### config.mk
export PLATFORM = sky130hd
export DESIGN_NAME = alu_arbiter_flat
export DESIGN_NICKNAME = d
export VERILOG_FILES = /design/src/rtl/tinyalu_pkg.sv /design/src/rtl/alu_arbiter_if.sv /design/src/rtl/alu_arbiter_rr_picker.sv /design/src/rtl/alu_arbiter.sv /design/src/flat_wrapper.sv
export SDC_FILE = /design/constraint.sdc
export NUM_CORES = 1
export LEC_CHECK = 0
export ABC_CLOCK_PERIOD_IN_PS = 4400
export CORE_ASPECT_RATIO = 2
export CORE_MARGIN = 1
export CORE_UTILIZATION = 40
export CTS_CLUSTER_SIZE = 8
export DETAILED_ROUTE_END_ITERATION = 8
export GPL_ROUTABILITY_DRIVEN = 1
export GPL_TIMING_DRIVEN = 0
export PLACE_DENSITY = 0.82
export RECOVER_POWER = 50
export SLEW_MARGIN = 20
export SYNTH_ARGS = -nofsm -noshare
export SYNTH_HDL_FRONTEND = slang
export SYNTH_SLANG_ARGS = --single-unit
### constraint.sdc
create_clock -name clk -period 4.4 [get_ports clk]
set_input_delay 1.1 -clock clk [delete_from_list [all_inputs] [get_ports clk]]
set_output_delay 1.1 -clock clk [all_outputs]
set_load 0.05 [all_outputs]
### src/rtl/tinyalu_pkg.sv
//-----------------------------------------------------------------------------
// tinyalu_pkg
//   Shared types for the TinyALU datapath and the ALU arbiter.
//   - alu_opcode_t : ALU593 opcode encoding (op_no_op is 0)
//   - arb_state_t  : arbiter FSM states
//   - ARB_MAX_REQ  : largest supported requester count
//   - rr_wrap()    : modulo wrap for a round-robin index that may exceed n-1
//-----------------------------------------------------------------------------
package tinyalu_pkg;

    typedef enum logic [2:0] {
        op_no_op = 3'b000,
        op_add   = 3'b001,
        op_and   = 3'b010,
        op_xor   = 3'b011,
        op_mul   = 3'b100
    } alu_opcode_t;

    typedef enum logic [1:0] {
        IDLE  = 2'd0,
        ISSUE = 2'd1,
        WAIT  = 2'd2,
        RESP  = 2'd3
    } arb_state_t;

    localparam int ARB_MAX_REQ = 8;

    // Index is at most 2n-1, so a single subtraction replaces a modulo.
    function automatic int rr_wrap(input int idx, input int n);
        return (idx >= n) ? idx - n : idx;
    endfunction

endpackage

### src/rtl/alu_arbiter_if.sv
//-----------------------------------------------------------------------------
// alu_arbiter_if
//   Requester-side bus of the ALU arbiter.
//   Requester -> arbiter : req, req_A, req_B, req_op
//   Arbiter -> requester : req_done (one-hot pulse), req_result (broadcast),
//                          gnt (one-hot grant)
//   modport master : requester side (instruction units / test driver)
//   modport slave  : arbiter side
//-----------------------------------------------------------------------------
interface alu_arbiter_if
    import tinyalu_pkg::*;
#(
    parameter int NUM_REQ = 2
);

    logic        [NUM_REQ-1:0]      req;
    logic        [NUM_REQ-1:0][7:0] req_A;
    logic        [NUM_REQ-1:0][7:0] req_B;
    alu_opcode_t [NUM_REQ-1:0]      req_op;
    logic        [NUM_REQ-1:0]      req_done;
    logic        [15:0]             req_result;
    logic        [NUM_REQ-1:0]      gnt;

    modport master (
        output req, req_A, req_B, req_op,
        input  req_done, req_result, gnt
    );

    modport slave (
        input  req, req_A, req_B, req_op,
        output req_done, req_result, gnt
    );

endinterface

### src/rtl/alu_arbiter_rr_picker.sv
//-----------------------------------------------------------------------------
// rr_picker
//   Combinational round-robin selector. Searches req starting one position
//   after last_grant, wrapping modulo NUM_REQ, and returns the first set bit.
//   Ports:
//     req        in  NUM_REQ          request vector
//     last_grant in  clog2(NUM_REQ)   index granted most recently
//     winner     out NUM_REQ          one-hot winner (0 when nothing requested)
//     winner_idx out clog2(NUM_REQ)   binary index of the winner
//     valid      out 1                at least one request present
//-----------------------------------------------------------------------------
module rr_picker
    import tinyalu_pkg::*;
#(
    parameter int NUM_REQ = 2
) (
    input  logic [NUM_REQ-1:0]         req,
    input  logic [$clog2(NUM_REQ)-1:0] last_grant,
    output logic [NUM_REQ-1:0]         winner,
    output logic [$clog2(NUM_REQ)-1:0] winner_idx,
    output logic                       valid
);

    localparam int IDX_W = $clog2(NUM_REQ);

    always_comb begin : pick
        logic [IDX_W-1:0] cand;
        // NOTE: every output gets a default before the search loop, so no
        // path leaves a variable unassigned and no latch is inferred.
        winner     = '0;
        winner_idx = '0;
        valid      = 1'b0;
        cand       = '0;
        // i = 1 first: the previous winner is visited last, giving it lowest
        // priority in this round.
        for (int i = 1; i <= NUM_REQ; i++) begin
            cand = IDX_W'(rr_wrap(int'(last_grant) + i, NUM_REQ));
            if (!valid && req[cand]) begin
                valid        = 1'b1;
                winner[cand] = 1'b1;
                winner_idx   = cand;
            end
        end
    end

endmodule

### src/rtl/alu_arbiter.sv
//-----------------------------------------------------------------------------
// alu_arbiter
//   Shares one ALU593 between NUM_REQ requesters. Arbitrates round-robin in
//   IDLE, latches the winner's operands/opcode, pulses start for one cycle,
//   waits for alu_done, then returns the result with a one-cycle req_done to
//   the granted requester only.
//
//   Parameters:
//     NUM_REQ     requester count (2..8)
//     TIMEOUT_CYC WAIT watchdog limit in cycles (optional feature only)
//
//   Optional feature macro: ALU_ARB_TIMEOUT_EN
//     defined   : WAIT aborts after TIMEOUT_CYC cycles, pulsing timeout_err
//                 and completing the operation with req_result = 0
//     undefined : WAIT persists until alu_done; timeout_err is constant 0
//
//   Ports:
//     clk          in   system clock, rising edge
//     reset        in   synchronous, active-high reset
//     bus          slave requester bus (req/req_A/req_B/req_op in,
//                        req_done/req_result/gnt out)
//     start        out  ALU start, high for the ISSUE cycle
//     A, B         out  ALU operands, held from grant through RESP
//     op           out  ALU opcode, held from grant through RESP
//     alu_done     in   ALU completion
//     alu_result   in   ALU result
//     spurious_err out  one-cycle pulse after alu_done seen outside WAIT
//     timeout_err  out  one-cycle pulse on watchdog abort
//-----------------------------------------------------------------------------
module alu_arbiter
    import tinyalu_pkg::*;
#(
    parameter int NUM_REQ     = 2,
    parameter int TIMEOUT_CYC = 64
) (
    input  logic         clk,
    input  logic         reset,
    alu_arbiter_if.slave bus,
    output logic         start,
    output logic [7:0]   A,
    output logic [7:0]   B,
    output alu_opcode_t  op,
    input  logic         alu_done,
    input  logic [15:0]  alu_result,
    output logic         spurious_err,
    output logic         timeout_err
);

    localparam int IDX_W = $clog2(NUM_REQ);

    if (NUM_REQ < 2 || NUM_REQ > ARB_MAX_REQ || TIMEOUT_CYC < 1) begin : g_bad_param
        $error("alu_arbiter: NUM_REQ must be 2..8 and TIMEOUT_CYC at least 1");
    end

    arb_state_t         state, state_nxt;
    logic [IDX_W-1:0]   last_grant;
    logic [IDX_W-1:0]   gnt_idx;
    logic [NUM_REQ-1:0] gnt_q;
    logic [15:0]        result_q;

    logic [NUM_REQ-1:0] pick_onehot;
    logic [IDX_W-1:0]   pick_idx;
    logic               pick_valid;

    logic [NUM_REQ-1:0] req_done_c;
    logic               load_grant;
    logic               load_result;
    logic               timeout_fire;
    logic               finish_op;
    logic               timeout_hit;

    rr_picker #(
        .NUM_REQ (NUM_REQ)
    ) u_picker (
        .req        (bus.req),
        .last_grant (last_grant),
        .winner     (pick_onehot),
        .winner_idx (pick_idx),
        .valid      (pick_valid)
    );

    // ---------------------------------------------------------------- FSM
    always_ff @(posedge clk) begin
        // NOTE: sequential state uses non-blocking assignments so every
        // register samples pre-edge values regardless of block ordering.
        if (reset) begin
            state <= IDLE;
        end else begin
            state <= state_nxt;
        end
    end

    always_comb begin
        state_nxt    = state;
        start        = 1'b0;
        req_done_c   = '0;
        load_grant   = 1'b0;
        load_result  = 1'b0;
        timeout_fire = 1'b0;
        finish_op    = 1'b0;
        case (state)
            IDLE: begin
                if (pick_valid) begin
                    load_grant = 1'b1;
                    state_nxt  = ISSUE;
                end
            end
            ISSUE: begin
                start     = 1'b1;
                state_nxt = WAIT;
            end
            WAIT: begin
                // A real completion wins over a watchdog expiry in the same cycle.
                if (alu_done) begin
                    load_result = 1'b1;
                    state_nxt   = RESP;
                end else if (timeout_hit) begin
                    timeout_fire = 1'b1;
                    state_nxt    = RESP;
                end
            end
            RESP: begin
                req_done_c = gnt_q;
                finish_op  = 1'b1;
                state_nxt  = IDLE;
            end
            default: state_nxt = IDLE;
        endcase
    end

    // ----------------------------------------------------------- datapath
    always_ff @(posedge clk) begin
        // NOTE: these are individual output/control flops, not a storage
        // array, so all of them are reset to give defined outputs.
        if (reset) begin
            last_grant   <= IDX_W'(NUM_REQ - 1);
            gnt_idx      <= '0;
            gnt_q        <= '0;
            result_q     <= '0;
            A            <= '0;
            B            <= '0;
            op           <= op_no_op;
            spurious_err <= 1'b0;
        end else begin
            spurious_err <= alu_done && (state != WAIT);

            // Operands are captured once at grant; later changes on the
            // requester bus are invisible to the ALU.
            if (load_grant) begin
                gnt_q   <= pick_onehot;
                gnt_idx <= pick_idx;
                A       <= bus.req_A[pick_idx];
                B       <= bus.req_B[pick_idx];
                op      <= bus.req_op[pick_idx];
            end

            if (load_result) begin
                result_q <= alu_result;
            end else if (timeout_fire) begin
                result_q <= '0;
            end

            if (finish_op) begin
                last_grant <= gnt_idx;
                gnt_q      <= '0;
            end
        end
    end

    // ------------------------------------------------------- watchdog
`ifdef ALU_ARB_TIMEOUT_EN
    localparam int CNT_W = $clog2(TIMEOUT_CYC + 1);

    logic [CNT_W-1:0] wait_cnt;
    logic             timeout_q;

    // Counter is zero on the first WAIT cycle, so expiry lands on
    // WAIT entry + TIMEOUT_CYC.
    always_ff @(posedge clk) begin
        if (reset) begin
            wait_cnt  <= '0;
            timeout_q <= 1'b0;
        end else begin
            timeout_q <= timeout_fire;
            if (state != WAIT) begin
                wait_cnt <= '0;
            end else begin
                wait_cnt <= wait_cnt + 1'b1;
            end
        end
    end

    assign timeout_hit = (state == WAIT) && (wait_cnt == CNT_W'(TIMEOUT_CYC - 1));
    assign timeout_err = timeout_q;
`else
    assign timeout_hit = 1'b0;
    assign timeout_err = 1'b0;
`endif

    // ------------------------------------------------------- bus outputs
    assign bus.req_done   = req_done_c;
    assign bus.req_result = result_q;
    assign bus.gnt        = gnt_q;

endmodule

### src/flat_wrapper.sv
// flat-port wrapper written by rule: the top's interface ports become plain ports
module alu_arbiter_flat import tinyalu_pkg::*;
#(
    parameter int NUM_REQ     = 2,
    parameter int TIMEOUT_CYC = 64
)
  (clk, reset, start, A, B, op, alu_done, alu_result, spurious_err, timeout_err, bus_req, bus_req_A, bus_req_B, bus_req_op, bus_req_done, bus_req_result, bus_gnt);
  alu_arbiter_if #(.NUM_REQ(NUM_REQ)) bus_i ();
  input  logic clk;
  input  logic reset;
  output logic start;
  output logic [7:0] A;
  output logic [7:0] B;
  output alu_opcode_t op;
  input  logic alu_done;
  input  logic [15:0] alu_result;
  output logic spurious_err;
  output logic timeout_err;
  input wire logic [$bits(bus_i.req)-1:0] bus_req;
  input wire logic [$bits(bus_i.req_A)-1:0] bus_req_A;
  input wire logic [$bits(bus_i.req_B)-1:0] bus_req_B;
  input wire logic [$bits(bus_i.req_op)-1:0] bus_req_op;
  output wire logic [$bits(bus_i.req_done)-1:0] bus_req_done;
  output wire logic [$bits(bus_i.req_result)-1:0] bus_req_result;
  output wire logic [$bits(bus_i.gnt)-1:0] bus_gnt;
  assign bus_i.req = bus_req;
  assign bus_i.req_A = bus_req_A;
  assign bus_i.req_B = bus_req_B;
  assign bus_i.req_op = bus_req_op;
  assign bus_req_done = bus_i.req_done;
  assign bus_req_result = bus_i.req_result;
  assign bus_gnt = bus_i.gnt;
  alu_arbiter #(.NUM_REQ(NUM_REQ), .TIMEOUT_CYC(TIMEOUT_CYC)) u_core (.clk(clk), .reset(reset), .bus(bus_i), .start(start), .A(A), .B(B), .op(op), .alu_done(alu_done), .alu_result(alu_result), .spurious_err(spurious_err), .timeout_err(timeout_err));
endmodule
==> run_results.csv, run 1 <==
group,metric,value,unit
grt,grt_max_degree,13,
critical_path,critical_path.endpoint_type,"primary output",
yosys,yosysWarnings,0,
floorplan,die_area,4950,um2
timing,hold_viol,0,
clock_network,insertion_delay,0.29,ns
floorplan,floorplan.rows,34,
placed_design,placed_cells_incl_taps,371,
timing,fmax,0.330,GHz
clock_network,cts_setup_buffers,0,
timing,timing_worst_slew_pin_value,0.666,ns
detailed_routing,drt_first_iter_violations,27,
hold_path,worstHoldEndpoint,"u_core.bus.req_result[0]",
finish,finish.net_count,387,
finish,synth_to_layout_area_growth,61.1,%
floorplan,io_pins,101,
yosys,syn-cell-area,1860,um2
hold_path,hp-class,"flop to flop",
yosys,syn_inst,219,
clock_network,cts.hold.buffers_added,0,
floorplan,core,4420,um2
timing,slew-limit-headroom,0.556,
grt,grt_remaining_overflow,0,
timing,fin_tns_setup,0,ns
placed_design,gp_congestion,0.803,
grt,first_global_vias,1851,
clock_network,clk_pin_slew,0.08,ns
hold_path,min_path_cells,2,
clock_network,tritoncts.num_buffers,5,
clock_network,tritoncts_clock_tree,"yes",
yosys,synth-seq-cells,42,
yosys,synth_nets,282,
grt,gr-usage-all-layers,0.211,
detailed_routing,post_drt_wl_per_cell,13.1,um
detailed_routing,route.vias.total,1843,
clock_network,clock_tree.root_cell,"clkbuf_8",
power,powerDensity,601,nW/um2
clock_network,clock_sink_count,42,
finish,post_layout_utilization_of_the_core,0.679,
detailed_routing,drc,0,
power,cellLeakagePower,1.13,nW
detailed_routing,ant_nets,0,
timing,rsz0062_at_grt,"no",
yosys,yosysSeqAreaShare,0.451,
run_status,status,"finished, final reports clean",
timing,maxSlewViolCount,0,
critical_path,crit-reg2reg-capture,"u_core.bus.req_result[14]",
finish,final_non_filler_cells,378,
floorplan,dieHeight,98.5,um
finish,antennaDiodeCount,0,
critical_path,path_max_fanout,6,
critical_path,startpoint,"u_core.state[0]",
grt,grt_pass1_wl,8.08,mm
run,max_cap_viol_count,0,
placed_design,placed_wire_length_estimate,3.76,mm
floorplan,floorplan.die.width,50.3,um
clock_network,post_cts_resize_count,0,
clock_network,htree_num_levels,2,
critical_path,ff2ff_setup_slack,2.64,ns
clock_network,bufs_on_longest_clock_path,2,
detailed_routing,router_iterations_before_antenna_repair,4,
timing,finalClockSkew,0.00170,ns
critical_path,crit_required,3.30,ns
critical_path,crit_path_start_kind,"flop",
hold_path,hold_startpoint,"u_core.bus.req_result[0]",
critical_path,reg2regPathDepth,7,
timing,setup_violations,0,
critical_path,rr_startpoint,"u_core.state[0]",
grt,antenna_found_initial,0,
detailed_routing,routed_via_density,4.88,
yosys,synthDistinctLibCells,27,
timing,post-route-period-util,0.688,
critical_path,timing.setup.critical_path_class,"flop to primary output",
floorplan,floorplan.initialDensity,0.421,
placed_design,portBuffers,98,
finish,layout-drive-gt1-share,0.108,
detailed_routing,routed_wl,4.94,mm
critical_path,arrival,1.93,ns
yosys,mean_post_synth_cell_area,8.51,um2
power,peakVddDrop,0.327,mV
timing,timing.final.crit_period,3.03,ns
[power by group]
part           switching (W)  internal [W]
combinational       0.000609      0.000346
clock               0.000130      0.000182
sequential         0.0000556      0.000483
total               0.000795       0.00101
[final cells by class]
cell class / count / area (um2)
plain buffers: 18 / 95.1
clock buffers: 6 / 82.6
clock inverters: 1 / 30.0
fillers: 383 / 1420
inverters: 2 / 7.51
multi-input cells: 157 / 900
flip-flops and latches: 42 / 841
well taps: 54 / 67.6
repair buffers: 98 / 981
[kinds of logic (layout without fill, tap and decap cells)]
group	after synthesis	after routing	synth area share
AO/OA/AOI/OAI	64	64	0.261
buffers and inverters	20	125	0.0644
AND/OR/NAND/NOR	87	87	0.189
multiplexers	1	1	0.00537
adder cells (fa/ha/maj)	4	4	0.0268
other	1	1	0.00201
flip-flops	42	42	0.451
[worst max path at each step]
stage | to | slack (ns) | depth (start not counted)
floorplan | bus_req_done[0] | 2.17 | 1
global placement | bus_req_done[0] | 1.69 | 3
detailed placement | bus_req_done[0] | 1.70 | 3
CTS | bus_req_done[0] | 1.35 | 3
global route | bus_req_done[0] | 1.29 | 3
finish | bus_req_done[0] | 1.37 | 3
[Yosys cell counts]
library cell / instances / share of area
a211o_1: 1 / 0.0047
a211oi_1: 1 / 0.0040
a211oi_2: 18 / 0.12
a21bo_2: 1 / 0.0054
a21boi_2: 1 / 0.0060
a21oi_1: 36 / 0.097
a22oi_1: 2 / 0.0081
a32oi_1: 1 / 0.0047
and2_1: 3 / 0.010
buf_2: 5 / 0.013
buf_4: 4 / 0.016
buf_6: 3 / 0.018
clkbuf_1: 5 / 0.010
clkbuf_2: 1 / 0.0027
conb_1: 1 / 0.0020
dfxtp_1: 42 / 0.45
ha_1: 4 / 0.027
inv_1: 2 / 0.0040
mux2i_1: 1 / 0.0054
nand2_1: 53 / 0.11
nand2b_1: 3 / 0.010
nor2_1: 23 / 0.046
nor2b_1: 2 / 0.0067
nor3_1: 2 / 0.0054
nor3b_1: 1 / 0.0040
o21a_1: 2 / 0.0081
o21ai_1: 1 / 0.0027
[placed cells by master (no fill, tap or decap), drive strengths merged, types with 2 or more instances in the layout]
master,count
a211oi,19
a21oi,36
a22oi,2
and2,3
buf,9
clkbuf,15
clkdlybuf4s50,96
dfxtp,42
dlygate4sd3,2
ha,4
inv,2
nand2,53
nand2b,3
nor2,23
nor2b,2
nor3,2
o21a,2
[worst max-delay path, cell delays in order, from the launching register on]
cell and delay, ns:
dfxtp_1 0.39, ha_1 0.27, and2_1 0.16, clkdlybuf4s50_1 0.82
[sequential cells by signal, indices dropped and copies added (netlist names)]
| signal | cells |
|---|---|
| u_core.A | 8 |
| u_core.B | 8 |
| u_core.bus.gnt | 2 |
| u_core.bus.req_result | 16 |
| u_core.gnt_idx | 1 |
| u_core.last_grant | 1 |
| u_core.op | 3 |
| u_core.spurious_err | 1 |
| u_core.state | 2 |
[per-stage QoR]
stage	cell area [um2]	hold slack (ns)	worst slack, ns	total power (W)
floorplan	1860	0.436	2.17	0.00120
global placement	2910	0.441	1.69	0.00149
detailed placement	2910	0.447	1.70	0.00151
CTS	3030	0.456	1.35	0.00183
global route	3000	0.474	1.29	0.00190
finish	3000	0.455	1.37	0.00181
[per-layer routing]
layer  global-route usage  vias to the layer above  wire (um)
met5                    0                        -          0
met4               0.0901                        0         85
met3               0.0710                        6        387
met2                0.395                       75       2680
met1                0.198                      823       1780
li1                     -                      939          -
(Power assumes the default switching activity.)
==> run 2, diff against run 1 <==
--- a/config.mk
+++ b/config.mk
@@ -5,15 +5,15 @@
 export SDC_FILE = /design/constraint.sdc
 export NUM_CORES = 1
 export LEC_CHECK = 0
-export ABC_CLOCK_PERIOD_IN_PS = 4400
+export ABC_CLOCK_PERIOD_IN_PS = 2400
 export CORE_ASPECT_RATIO = 2
 export CORE_MARGIN = 1
-export CORE_UTILIZATION = 40
+export CORE_UTILIZATION = 35
 export CTS_CLUSTER_SIZE = 8
 export DETAILED_ROUTE_END_ITERATION = 8
 export GPL_ROUTABILITY_DRIVEN = 1
 export GPL_TIMING_DRIVEN = 0
-export PLACE_DENSITY = 0.82
+export PLACE_DENSITY = 0.76
 export RECOVER_POWER = 50
 export SLEW_MARGIN = 20
 export SYNTH_ARGS = -nofsm -noshare
==> constraint.sdc (replaced) <==
create_clock -name clk -period 2.4 [get_ports clk]
set_input_delay 0.6 -clock clk [delete_from_list [all_inputs] [get_ports clk]]
set_output_delay 0.6 -clock clk [all_outputs]
set_load 0.05 [all_outputs]
==> run_results.csv, run 2 (same netlist as run 1, synthesis figures left out) <==
group,metric,value,unit
power,powerDensity,1060,nW/um2
critical_path,critical_path.cell_chain,"ha_1, and2_1, dlygate4sd2_1",
finish,layout_common_cells,"94 x clkdlybuf4s50_1, 53 x nand2_1, 42 x dfxtp_1, 36 x a21oi_1, 23 x nor2_1",
critical_path,max_stage_delay_cell_worst_path,"dlygate4sd2_1",
critical_path,crit-reg2reg-capture,"u_core.op[1]",
grt,global_routing_met3_resource_utilization,0.0433,
floorplan,io_pins,101,
timing,timing_worst_slew_pin_value,0.719,ns
finish,antennaDiodeCount,0,
critical_path,ff2ff_setup_slack,0.47,ns
timing,timing.final.crit_period,2.27,ns
detailed_routing,routed_via_density,4.91,
hold_path,worstHoldEndpoint,"u_core.bus.req_result[4]",
clock_network,cts_setup_buffers,0,
timing,finalClockSkew,0.00534,ns
timing,slew-limit-headroom,0.520,
clock_network,htree_num_levels,2,
grt,gr-usage-all-layers,0.189,
critical_path,rr_startpoint,"u_core.state[1]",
grt,global_route.usage.met2,0.357,
clock_network,insertion_delay,0.29,ns
floorplan,floorplan.initialDensity,0.363,
detailed_routing,drc,0,
grt,first_global_vias,1836,
hold_path,hp-class,"flop to flop",
grt,globalRoute.busiestLayer,"met2",
finish,seq_area,841,um2
finish,synth_to_layout_area_growth,59.1,%
grt,met1_usage,0.176,
clock_network,clock_tree.root_cell,"clkbuf_8",
finish,layout-drive-gt1-share,0.0926,
finish,nFillCells,503,
critical_path,arrival,1.67,ns
timing,hold_viol,0,
grt,grt_remaining_overflow,0,
floorplan,floorplan.rows,37,
grt,antenna_found_initial,0,
power,peakVddDrop,0.653,mV
timing,fmax,0.441,GHz
floorplan,core,5140,um2
clock_network,tritoncts_clock_tree,"yes",
critical_path,crit_required,1.80,ns
grt,grt_max_degree,12,
finish,mostFrequentLayoutCell,"clkdlybuf4s50_1",
clock_network,clk_pin_slew,0.07,ns
detailed_routing,route.vias.total,1877,
clock_network,bufs_on_longest_clock_path,2,
critical_path,timing.setup.critical_path_class,"flop to primary output",
critical_path,crit_path_start_kind,"flop",
detailed_routing,routed_wl,5.13,mm
detailed_routing,ant_nets,0,
placed_design,placed_wire_length_estimate,3.88,mm
clock_network,clock_sink_count,42,
critical_path,critical_path.endpoint_type,"primary output",
floorplan,dieHeight,105,um
power,report.power.total,0.00314,W
hold_path,min_path_cells,2,
timing,setup_violations,0,
timing,post-route-period-util,0.945,
critical_path,path_max_fanout,6,
grt,grt_pass1_wl,7.87,mm
placed_design,gp_congestion,0.745,
finish,largest_register_ff_count,16,
power,cellLeakagePower,1.11,nW
floorplan,floorplan.die.width,53.6,um
timing,fin_tns_setup,0,ns
hold_path,hold_startpoint,"u_core.bus.req_result[4]",
detailed_routing,drt_first_iter_violations,34,
run,max_cap_viol_count,0,
timing,rsz0062_at_grt,"no",
critical_path,cpPeakStageDelay,0.57,ns
timing,maxSlewViolCount,0,
placed_design,portBuffers,98,
clock_network,cts.hold.buffers_added,0,
clock_network,tritoncts.num_buffers,5,
finish,finish.net_count,387,
detailed_routing,post_drt_wl_per_cell,13.4,um
critical_path,reg2regPathDepth,8,
detailed_routing,router_iterations_before_antenna_repair,4,
finish,multi_input_area,888,um2
run_status,status,"finished, final reports clean",
floorplan,die_area,5640,um2
[run 2: layer usage]
layer	share of wire	vias up
li1	-	942
met1	0.36	861
met2	0.55	67
met3	0.063	7
met4	0.023	0
met5	0	-
[run 2: area by class of cell]
class | instances | share of cell area
inverter | 2 | 0.00253
buffer | 18 | 0.0342
tap | 58 | 0.0245
sequential | 42 | 0.284
multi-input combinational | 157 | 0.300
clock buffer | 7 | 0.0257
timing repair buffer | 98 | 0.330
[run 2: what timing repair did]
item / in CTS / in global routing
endpoints found under the setup margin: 2 / 0
resized for setup: 2 / 0
hold endpoints to repair: 0 / 0
[run 2: power breakdown]
part | switching [W] | internal, W | leakage (nW)
combinational | 0.00111 | 0.000615 | 0.732
sequential | 0.000102 | 0.000886 | 0.345
clock | 0.000231 | 0.000201 | 0.0383
total | 0.00144 | 0.00170 | 1.11
[run 2: stage by stage]
| stage | hold WS [ns] | worst slack (ns) | utilization | std cells | instance area (um2) |
|---|---|---|---|---|---|
| detailed placement | 0.446 | 0.164 | 0.568 | 375 | 2920 |
| global route | 0.470 | 0.0463 | 0.577 | 382 | 2970 |
| CTS | 0.458 | 0.109 | 0.582 | 382 | 2990 |
| floorplan | 0.436 | 0.675 | - | 219 | 1860 |
| global placement | 0.441 | 0.188 | 0.568 | 375 | 2920 |
| finish | 0.454 | 0.132 | 0.577 | 382 | 2970 |
[run 2: worst max-delay path by stage]
stage,start,to,slack [ns],cells past startpoint
after floorplan,u_core.bus.gnt[0],bus_req_done[0],0.67,1
after global placement,u_core.state[0],bus_req_done[1],0.19,3
after detailed placement,u_core.state[0],bus_req_done[1],0.16,3
after CTS,u_core.state[1],start,0.11,3
after global routing,bus_req[1],u_core.op[1],0.05,6
final,u_core.state[1],bus_req_done[1],0.13,3
[run 2: critical path: cells and delay by family, from the launching register on]
family	cells	cell delay [ns]
DFF	1	0.39
and+or+nand+nor	1	0.15
buffers and inverters	1	0.57
adders and majority gates	1	0.27
==> run 3, diff against run 2 <==
--- a/config.mk
+++ b/config.mk
@@ -5,15 +5,16 @@
 export SDC_FILE = /design/constraint.sdc
 export NUM_CORES = 1
 export LEC_CHECK = 0
+export ABC_AREA = 1
 export ABC_CLOCK_PERIOD_IN_PS = 2400
 export CORE_ASPECT_RATIO = 2
-export CORE_MARGIN = 1
-export CORE_UTILIZATION = 35
+export CORE_MARGIN = 2
+export CORE_UTILIZATION = 36
 export CTS_CLUSTER_SIZE = 8
 export DETAILED_ROUTE_END_ITERATION = 8
 export GPL_ROUTABILITY_DRIVEN = 1
 export GPL_TIMING_DRIVEN = 0
-export PLACE_DENSITY = 0.76
+export PLACE_DENSITY = 0.77
 export RECOVER_POWER = 50
 export SLEW_MARGIN = 20
 export SYNTH_ARGS = -nofsm -noshare
==> run_results.csv, run 3 <==
group,metric,value,unit
yosys,yosysWarnings,0,
floorplan,core,5370,um2
finish,largest_register_ff_count,16,
placed_design,portBuffers,99,
yosys,ys.flop_type,"dfxtp_1",
floorplan,floorplan.die.width,56.3,um
timing,hold_viol,0,
clock_network,clk_pin_slew,0.08,ns
timing,postLayoutSetupSlackWorst,0.135,ns
timing,maxSlewViolCount,0,
grt,grt_remaining_overflow,0,
yosys,syn_inst,308,
power,peakVddDrop,0.745,mV
yosys,synth_largest_type_area_fraction,0.427,
critical_path,critical_path.endpoint_type,"primary output",
yosys,synthDistinctLibCells,19,
finish,final_non_filler_cells,474,
grt,antenna_found_initial,0,
critical_path,path_max_fanout,4,
critical_path,timing.setup.critical_path_class,"flop to primary output",
finish,finish.net_count,477,
critical_path,crit_required,1.80,ns
detailed_routing,routed_wl,5.32,mm
placed_design,placed_cells_incl_taps,467,
detailed_routing,drc,0,
power,powerDensity,1130,nW/um2
floorplan,die_area,6120,um2
clock_network,htree_num_levels,2,
placed_design,place_ws,0.254,ns
yosys,yosysSeqAreaShare,0.427,
detailed_routing,post_drt_wl_per_cell,11.2,um
detailed_routing,met3RoutedLength,427,um
clock_network,clock_tree.root_cell,"clkbuf_8",
run,max_cap_viol_count,0,
timing,fin_tns_setup,0,ns
yosys,synth.largest_area_cell,"dfxtp_1",
floorplan,dieHeight,109,um
finish,antennaDiodeCount,0,
timing,finalClockSkew,0.00528,ns
grt,first_global_vias,2076,
clock_network,bufs_on_longest_clock_path,2,
yosys,synth_nets,371,
floorplan,floorplan.initialDensity,0.367,
finish,fin_area,3080,um2
detailed_routing,routed_via_density,4.45,
run_status,status,"finished, final reports clean",
detailed_routing,drt_first_iter_violations,67,
yosys,syn-cell-area,1970,um2
finish,layout_common_cells,"112 x nand2_1, 95 x clkdlybuf4s50_1, 74 x nor2_1, 42 x dfxtp_1, 31 x inv_1",
floorplan,io_pins,101,
detailed_routing,highest_layer,"met4",
yosys,synth_enable_flop_cells,0,
detailed_routing,wirelength_met1,1.86,mm
clock_network,insertion_delay,0.30,ns
placed_design,placed_wire_length_estimate,4.23,mm
hold_path,hp-class,"flop to flop",
finish,mostFrequentLayoutCell,"nand2_1",
timing,timing_worst_slew_pin_value,0.543,ns
grt,gr-usage-all-layers,0.181,
clock_network,cts_setup_buffers,0,
timing,timing.final.crit_period,2.27,ns
grt,grt_pass1_wl,8.71,mm
clock_network,tritoncts_clock_tree,"yes",
yosys,synth.most_common_cell,"nand2_1",
detailed_routing,router_iterations_before_antenna_repair,4,
timing,setup_violations,0,
clock_network,tritoncts.num_buffers,5,
critical_path,arrival,1.67,ns
yosys,synth_common_cells,"111 x nand2_1, 73 x nor2_1, 42 x dfxtp_1",
yosys,mean_post_synth_cell_area,6.40,um2
finish,layout-drive-gt1-share,0.0362,
floorplan,floorplan.rows,38,
finish,synth_to_layout_area_growth,56.4,%
finish,post_layout_utilization_of_the_core,0.574,
placed_design,gp_congestion,0.773,
yosys,ys_top_cells_by_area,"dfxtp_1 43%, nand2_1 21%, nor2_1 14%, inv_1 5.9%, o21ai_0 4.6%",
detailed_routing,met2WireLength,2.93,mm
timing,slew-limit-headroom,0.637,
timing,fmax,0.441,GHz
detailed_routing,route.vias.total,2110,
critical_path,crit_path_start_kind,"flop",
yosys,synth-seq-cells,42,
grt,grt_max_degree,13,
placed_design,detailed_place.area,3040,um2
timing,post-route-period-util,0.944,
detailed_routing,ant_nets,0,
clock_network,clock_sink_count,42,
yosys,ys_async_sr_fraction,0,
timing,rsz0062_at_grt,"no",
power,cellLeakagePower,1.46,nW
[run 3: cell types whose count changed after synthesis, moves of 2 or more]
cell / before / now
a21oi_1: 36 / 6
and2_1: 3 / 0
nand2_1: 53 / 111
nor2_1: 23 / 73
o21ai_0: 0 / 18
a211oi_2: 18 / 0
nand2b_1: 3 / 0
buf_2: 5 / 2
o21a_1: 2 / 0
a22oi_1: 2 / 0
inv_1: 2 / 31
nor2b_1: 2 / 0
nand3_1: 0 / 2
[run 3: cell families after synthesis]
group / share of synthesized area
buf+inv: 0.112
flops: 0.427
simple gates: 0.373
compound gates: 0.0610
fa+ha+maj: 0.0254
other cells: 0.00190
[run 3: stage by stage]
stage                     power, W  hold WS, ns
after floorplan            0.00248        0.432
after global placement     0.00310        0.452
after detailed placement   0.00315        0.466
after CTS                  0.00360        0.481
after global routing       0.00374        0.505
final                      0.00348        0.483
[run 3: repair_timing]
action                                  CTS  global route
hold buffers                              0             0
endpoints found under the setup margin    2             0
gates resized for setup                   2             0
hold endpoints to repair                  0             0
[run 3: final timing paths]
check                    startpoint                 to  slack, ns  depth (start not counted)
setup / recovery    u_core.state[1]              start       0.13                          3
hold / removal    u_core.bus.gnt[1]  u_core.bus.gnt[1]       0.48                          2
setup reg to reg    u_core.state[0]     u_core.gnt_idx       0.77                          6
hold reg to reg   u_core.bus.gnt[1]  u_core.bus.gnt[1]       0.48                          2
[run 3: final cells by class]
cell class	instances	area, um2
multi-input cells	220	900
clock inverters	1	7.51
inverters	32	120
fillers	510	2290
well taps	60	75.1
flip-flops and latches	42	841
plain buffers	14	77.6
repair buffers	99	988
clock buffers	6	72.6
[run 3: routing by layer]
| metal | track usage | vias to the layer above |
|---|---|---|
| met2 | 0.357 | 73 |
| met5 | 0 | - |
| met3 | 0.0593 | 8 |
| met4 | 0.0782 | 0 |
| met1 | 0.162 | 910 |
| li1 | - | 1119 |
[run 3: worst max-delay path, stage by stage (launching register included)]
cell and delay, ns:
dfxtp_1 0.35, inv_1 0.08, ha_1 0.14, clkdlybuf4s50_1 0.80
[run 3: power by group]
group	internal [W]	total [W]	leakage, nW	switching (W)
clock network	0.000200	0.000443	0.0373	0.000244
registers	0.000913	0.00103	0.346	0.000112
logic	0.000682	0.00201	1.08	0.00133
